--- src/rtl/collision_detect.sv ---
// rtl/collision_detect.sv - per-frame sprite collision arbiter with post-hit grace window
//
// Purpose:
//   Samples the ship, shot and rock draw flags on the pixel stream. Overlaps are
//   accumulated over one active frame. When the last active pixel is reached, one-clk
//   hit pulses are issued. After reset and after every reported ship hit, a frame-counted
//   grace window masks ship hits.
//
// Optional build macro:
//   COLLISION_DEBUG_EN adds o_debug_out with hit counters and the first overlap position.
//
// Ports:
//   i_clk         system clock, one pixel per clock
//   i_reset       synchronous, active-high reset
//   i_pxl_x       current pixel column
//   i_pxl_y       current pixel row
//   i_ship_draw   ship sprite opaque at this pixel
//   i_shot_draw   OR of all shot sprites at this pixel
//   i_rock_draw   per-rock opaque flags at this pixel
//   o_ship_hit    1-clk pulse: ship touched a rock this frame (armed only)
//   o_shot_hit    1-clk pulse: a shot touched any rock this frame
//   o_rock_hit    1-clk pulse per rock touched by ship or shot this frame
//   o_frame_end   1-clk pulse, coincident with the hit pulses
//   o_grace       high while the ship is invulnerable
//   o_debug_out   (COLLISION_DEBUG_EN only) {ship hits, shot hits, first overlap x, y}
module collision_detect #(
  parameter int WIDTH        = 640,
  parameter int HEIGHT       = 480,
  parameter int N_ROCKS      = 8,
  parameter int GRACE_FRAMES = 120
) (
  input  logic                      i_clk,
  input  logic                      i_reset,
  input  logic [$clog2(WIDTH)-1:0]  i_pxl_x,
  input  logic [$clog2(HEIGHT)-1:0] i_pxl_y,
  input  logic                      i_ship_draw,
  input  logic                      i_shot_draw,
  input  logic [N_ROCKS-1:0]        i_rock_draw,
  output logic                      o_ship_hit,
  output logic                      o_shot_hit,
  output logic [N_ROCKS-1:0]        o_rock_hit,
  output logic                      o_frame_end,
  output logic                      o_grace
`ifdef COLLISION_DEBUG_EN
  ,
  output logic [63:0]               o_debug_out
`endif
);

  localparam int XW     = $clog2(WIDTH);
  localparam int YW     = $clog2(HEIGHT);
  localparam int GW_MIN = $clog2(GRACE_FRAMES + 1);
  localparam int GW     = (GW_MIN > 8) ? GW_MIN : 8;

  localparam logic [XW-1:0] X_LAST = XW'(WIDTH - 1);
  localparam logic [YW-1:0] Y_LAST = YW'(HEIGHT - 1);
  localparam logic [GW-1:0] G_LOAD = GW'(GRACE_FRAMES);
  localparam bit            G_EN   = (GRACE_FRAMES != 0);

  typedef enum logic {
    ST_GRACE = 1'b0,
    ST_ARMED = 1'b1
  } state_t;

  // Stage 1 registers
  logic [XW-1:0]      r_s1_x;
  logic [YW-1:0]      r_s1_y;
  logic               r_s1_ship;
  logic               r_s1_shot;
  logic [N_ROCKS-1:0] r_s1_rock;

  // Per-frame sticky flags
  logic               r_ship_f;
  logic               r_shot_f;
  logic [N_ROCKS-1:0] r_rock_f;
  logic               r_at_last_d;

  state_t             r_state;
  state_t             w_state_nxt;
  logic [GW-1:0]      r_gcnt;
  logic [GW-1:0]      w_gcnt_nxt;
  logic               w_ship_hit_nxt;

  logic               w_active;
  logic               w_any_rock;
  logic               w_ov_ship;
  logic               w_ov_shot;
  logic [N_ROCKS-1:0] w_ov_rock;
  logic               w_at_last;
  logic               w_fe;
  logic               w_ship_seen;

  assign w_active   = (r_s1_x <= X_LAST) && (r_s1_y <= Y_LAST);
  assign w_any_rock = |r_s1_rock;
  assign w_ov_ship  = w_active & r_s1_ship & w_any_rock;
  assign w_ov_shot  = w_active & r_s1_shot & w_any_rock;
  assign w_ov_rock  = w_active ? (r_s1_rock & {N_ROCKS{r_s1_ship | r_s1_shot}}) : '0;
  assign w_at_last  = w_active && (r_s1_x == X_LAST) && (r_s1_y == Y_LAST);
  // Rising edge only, so a held last-pixel coordinate ends the frame once
  assign w_fe       = w_at_last & ~r_at_last_d;
  // The last pixel's own overlap belongs to the frame that is ending
  assign w_ship_seen = r_ship_f | w_ov_ship;

  assign o_grace = (r_state == ST_GRACE);

  // Grace/armed state register
  always_ff @(posedge i_clk) begin
    if (i_reset) begin
      r_state <= G_EN ? ST_GRACE : ST_ARMED;
      r_gcnt  <= G_LOAD;
    end else begin
      r_state <= w_state_nxt;
      r_gcnt  <= w_gcnt_nxt;
    end
  end

  // State advances only at frame end
  always_comb begin
    w_state_nxt    = r_state;
    w_gcnt_nxt     = r_gcnt;
    w_ship_hit_nxt = 1'b0;
    if (w_fe) begin
      case (r_state)
        ST_GRACE: begin
          if (r_gcnt <= GW'(1)) begin
            w_state_nxt = ST_ARMED;
            w_gcnt_nxt  = '0;
          end else begin
            w_gcnt_nxt = r_gcnt - GW'(1);
          end
        end
        ST_ARMED: begin
          if (w_ship_seen) begin
            w_ship_hit_nxt = 1'b1;
            w_state_nxt    = G_EN ? ST_GRACE : ST_ARMED;
            w_gcnt_nxt     = G_LOAD;
          end
        end
        default: begin
          w_state_nxt = ST_ARMED;
        end
      endcase
    end
  end

  // Input stage, sticky flags and output pulses
  always_ff @(posedge i_clk) begin
    if (i_reset) begin
      r_s1_x      <= '0;
      r_s1_y      <= '0;
      r_s1_ship   <= 1'b0;
      r_s1_shot   <= 1'b0;
      r_s1_rock   <= '0;
      r_ship_f    <= 1'b0;
      r_shot_f    <= 1'b0;
      r_rock_f    <= '0;
      r_at_last_d <= 1'b0;
      o_ship_hit  <= 1'b0;
      o_shot_hit  <= 1'b0;
      o_rock_hit  <= '0;
      o_frame_end <= 1'b0;
    end else begin
      r_s1_x      <= i_pxl_x;
      r_s1_y      <= i_pxl_y;
      r_s1_ship   <= i_ship_draw;
      r_s1_shot   <= i_shot_draw;
      r_s1_rock   <= i_rock_draw;
      r_at_last_d <= w_at_last;
      if (w_fe) begin
        o_ship_hit  <= w_ship_hit_nxt;
        o_shot_hit  <= r_shot_f | w_ov_shot;
        o_rock_hit  <= r_rock_f | w_ov_rock;
        o_frame_end <= 1'b1;
        r_ship_f    <= 1'b0;
        r_shot_f    <= 1'b0;
        r_rock_f    <= '0;
      end else begin
        o_ship_hit  <= 1'b0;
        o_shot_hit  <= 1'b0;
        o_rock_hit  <= '0;
        o_frame_end <= 1'b0;
        r_ship_f    <= r_ship_f | w_ov_ship;
        r_shot_f    <= r_shot_f | w_ov_shot;
        r_rock_f    <= r_rock_f | w_ov_rock;
      end
    end
  end

`ifdef COLLISION_DEBUG_EN
  logic [15:0] r_dbg_ship_cnt;
  logic [15:0] r_dbg_shot_cnt;
  logic [15:0] r_dbg_cur_x;
  logic [15:0] r_dbg_cur_y;
  logic [15:0] r_dbg_rep_x;
  logic [15:0] r_dbg_rep_y;
  logic [15:0] w_first_x;
  logic [15:0] w_first_y;

  // Once the ship flag is set, the captured position is the first one.
  // Otherwise, the overlap happening right now is the first.
  assign w_first_x = r_ship_f ? r_dbg_cur_x : 16'(r_s1_x);
  assign w_first_y = r_ship_f ? r_dbg_cur_y : 16'(r_s1_y);

  always_ff @(posedge i_clk) begin
    if (i_reset) begin
      r_dbg_ship_cnt <= '0;
      r_dbg_shot_cnt <= '0;
      r_dbg_cur_x    <= '0;
      r_dbg_cur_y    <= '0;
      r_dbg_rep_x    <= '0;
      r_dbg_rep_y    <= '0;
    end else begin
      if (w_ship_hit_nxt && (r_dbg_ship_cnt != 16'hFFFF)) begin
        r_dbg_ship_cnt <= r_dbg_ship_cnt + 16'd1;
      end
      if (w_fe && (r_shot_f | w_ov_shot) && (r_dbg_shot_cnt != 16'hFFFF)) begin
        r_dbg_shot_cnt <= r_dbg_shot_cnt + 16'd1;
      end
      if (w_fe) begin
        if (w_ship_hit_nxt) begin
          r_dbg_rep_x <= w_first_x;
          r_dbg_rep_y <= w_first_y;
        end
      end else if (w_ov_ship && !r_ship_f) begin
        r_dbg_cur_x <= 16'(r_s1_x);
        r_dbg_cur_y <= 16'(r_s1_y);
      end
    end
  end

  assign o_debug_out = {r_dbg_ship_cnt, r_dbg_shot_cnt, r_dbg_rep_x, r_dbg_rep_y};
`endif

endmodule
--- config.mk ---
export PLATFORM = sky130hd
export DESIGN_NAME = collision_detect
export DESIGN_NICKNAME = d
export VERILOG_FILES = /design/src/rtl/collision_detect.sv
export SDC_FILE = /design/constraint.sdc
export NUM_CORES = 1
export LEC_CHECK = 0
export ABC_AREA = 0
export CORE_ASPECT_RATIO = 0.75
export CORE_MARGIN = 2
export CORE_UTILIZATION = 34
export CTS_CLUSTER_DIAMETER = 100
export DETAILED_ROUTE_END_ITERATION = 6
export PLACE_DENSITY = 0.57
export SLEW_MARGIN = 20
export SYNTH_ARGS = -nofsm -noshare
export SYNTH_HDL_FRONTEND = slang
export SYNTH_SLANG_ARGS = --single-unit
--- constraint.sdc ---
create_clock -name i_clk -period 2.4 [get_ports i_clk]
set_clock_uncertainty 0.1 [all_clocks]
set_input_delay 0.48 -clock i_clk [delete_from_list [all_inputs] [get_ports i_clk]]
set_output_delay 0.48 -clock i_clk [all_outputs]
set_load 0.01 [all_outputs]
==> results of run 1 <==
-- cell usage in the layout, fill, tap and decap left out, types with 4 or more instances in the layout --
cell type        Yosys  final
inv_1                7      7
a21oi_1             13     13
nand3_1              4      4
clkdlybuf4s50_1      0     42
dfxtp_1             60     60
nor2_1              27     27
clkbuf_8             0      9
buf_4                0      8
nor2b_1             30     30
nor4_1               7      7
nor3_1               5      5
nand4_1              5      5
-- kinds of logic (layout without fill, tap and decap cells) --
group | Yosys count | in the layout | synth area share
and+or+nand+nor | 96 | 96 | 0.2644
DFF | 60 | 60 | 0.5875
AOI/OAI and AO/OA | 33 | 33 | 0.1059
buffers and inverters | 16 | 73 | 0.02999
adders and majority gates | 2 | 2 | 0.01224
-- how the worst max path moves through the flow --
stage / startpoint / to / slack [ps] / cells after the start
6_report: r_s1_y[5]$_SDFF_PP0_ / r_gcnt[5]$_SDFFE_PP1P_ / 160 / 5
5_1_grt: r_s1_y[5]$_SDFF_PP0_ / r_gcnt[5]$_SDFFE_PP1P_ / 80 / 5
4_1_cts: r_s1_y[5]$_SDFF_PP0_ / r_gcnt[5]$_SDFFE_PP1P_ / 160 / 5
3_5_place_dp: r_s1_y[5]$_SDFF_PP0_ / r_gcnt[5]$_SDFFE_PP1P_ / 170 / 5
3_3_place_gp: r_s1_y[5]$_SDFF_PP0_ / r_gcnt[5]$_SDFFE_PP1P_ / 200 / 5
2_1_floorplan: r_s1_y[5]$_SDFF_PP0_ / r_gcnt[5]$_SDFFE_PP1P_ / 120 / 6
-- power breakdown --
group	switching, uW	total, uW	internal [uW]
Clock	386	864	479
Sequential	17.9	1050	1030
Combinational	45.6	120	74.8
-- worst max-delay path, stage by stage (launching register included) --
cell      delay, ps
dfxtp_1         320
nand4b_1        160
or4_4           530
or3_1           340
o21a_1          190
or4_1           480
-- area by class of cell --
cell class | count | area, sq um
clock buffer | 10 | 127.6
clock inverter | 6 | 65.06
fill | 574 | 3045
inverter | 7 | 26.28
multi-input combinational | 131 | 782.0
sequential | 60 | 1201
tap | 78 | 97.59
timing repair buffer | 50 | 480.5
-- layer usage --
layer / wire length, um / GRT usage
met5: 0 / 0
met4: 37 / 0.05958
met3: 277 / 0.06603
met2: 1727 / 0.1990
met1: 2046 / 0.1855
-- through the flow --
step | utilization | hold slack (ps) | cells | area, sq um
global placement | 0.4442 | 335.9 | 326 | 2587
finish | 0.4772 | 357.4 | 342 | 2780
global route | 0.4772 | 381.0 | 342 | 2780
CTS | 0.4772 | 361.0 | 342 | 2780
detailed placement | 0.4442 | 342.4 | 326 | 2587
floorplan | - | 323.9 | 207 | 2044
-- flip-flops by register name (all words and copies together) (netlist names), 8 cells and up --
name and cells:
r_s1_x 10, r_s1_y 9, o_rock_hit 8, r_gcnt 8, r_rock_f 8, r_s1_rock 8
==> metrics.md, run 1 <==
| Metric | Value |
|---|---|
| Status | finished clean |
| Power, Total | 2036 uW |
| Area contributors post-synth | dfxtp_1, nor2b_1, nor2_1 |
| Wire length per cell | 11.96 um |
| Synthesized instance count | 207 |
| Chip width | 93.54 um |
| Clock tree from TritonCTS | yes |
| Mapped Nets | 240 |
| CTS Buffer Depth | 2 |
| Gp weighted congestion | 0.8455 |
| WHS Path Cells | 2 |
| Initial antenna violation count | 0 |
| Yosys Warn Count | 0 |
| Slew margin rel. | 0.7369 |
| Initial Util | 0.3509 |
| Pwr dens | 732.3 mW/mm^2 |
| Share of the yosys chip area belonging to registers | 0.5875 |
| Share of cells above drive strength 1 | 0.09848 |
| Tightest Pin Transition | 394.6 ps |
| Top-count cell post-synth | dfxtp_1 |
| Period utilization | 0.9344 |
| Worst setup SP type | flop |
| IO Pins | 43 |
| Grt ovf | 0 |
| Endpoints failing setup | 0 |
| Post-route ant nets | 0 |
| FF+latch count, synth | 60 |
| Mapped Avg Cell Area | 9.877 sq um |
| Antenna cells | 0 |
| Hpwl dp | 3.007 mm |
| Worst EP required | 2510 ps |
| Total track usage | 0.1409 |
| Hold path startpoint | r_rock_f[6]$_SDFF_PP0_ |
| CORE AREA | 0.005826 sq mm |
| Min-Delay Path Class | flop to flop |
| Largest net degree at the start of global routing | 24 |
| H-Tree Depth | 3 |
| Postcts setup bufs | 0 |
| Worst Path Max Fanout | 3 |
| Max-slew violation count | 0 |
| Cell Area, Synth | 0.002044 sq mm |
| Worst Setup Slack, final | 157.4 ps |
| CP Capture Type | flop |
| Worst r2r src | r_s1_y[5]$_SDFF_PP0_ |
| Maximum VDD drop | 260.2 uV |
| Fmax | 445.9 MHz |
| Clk Latency, worst-skew pair | 330 ps |
| Drt first pass iters | 4 |
| Worst Hold Path EP | r_rock_f[6]$_SDFF_PP0_ |
| Post-Place Worst Slack | 165.3 ps |
| First-pass GRT wire length | 7.058 mm |
| TNS Setup | 0 ps |
| Via count | 1568 |
| Register-to-register path setup slack | 160 ps |
| Share of the synthesized area in the top cell type | 0.5875 |
| Critical R2R Capture | r_gcnt[5]$_SDFFE_PP1P_ |
| Top_reg_cell synth | dfxtp_1 |
| Layout Area Growth over Synthesis | 35.99% |
| Residual DRC | 0 |
| Die Area | 0.006656 sq mm |
| Maxcap violations | 0 |
| Hold_buf cts | 0 |
| Die height | 71.16 um |
| Setup CP Type | flop to flop |
| Vias in the first global route | 1516 |
| Via/cell ratio | 4.585 |
| Drt total wl | 4.089 mm |
| Final Critical Period | 2243 ps |
| Post-synth cell types | 37 |
| Synth cell count leaders | dfxtp_1, nor2b_1, nor2_1 |
| Asr flop ratio synth | 0 |
| Critical Path AT | 2350 ps |
| Clock sinks | 60 |
| RSZ-0062 raised after global routing | false |
| Static leakage | 0.001014 uW |
| Clk slew on worst S/H paths | 60 ps |
| EDFF count, synth | 0 |
| Num CTS Buffers | 9 |
| Clock Tree Root | clkbuf_8 |
| Final hold vios | 0 |
| DR iter-0 viols | 54 |
| CTS resizes | 0 |
| I/O Buffers | 42 |
| Nets@finish | 292 |
| Row count | 24 |
| Reg2reg path depth | 5 |
| Cell taking the most area after synthesis | dfxtp_1 |
No activity file was read; power rests on OpenSTA's default activity.
==> run 2, diff against run 1 <==
--- a/config.mk
+++ b/config.mk
@@ -14,2 +14,3 @@
 export PLACE_DENSITY = 0.57
+export SKIP_LAST_GASP = 1
 export SLEW_MARGIN = 20
--- a/constraint.sdc
+++ b/constraint.sdc
@@ -4,2 +4,2 @@
 set_output_delay 0.48 -clock i_clk [all_outputs]
-set_load 0.01 [all_outputs]
+set_load 0.005 [all_outputs]
==> results of run 2 <==
No change in the layout: final DEF, timing and power equal those of run 1.
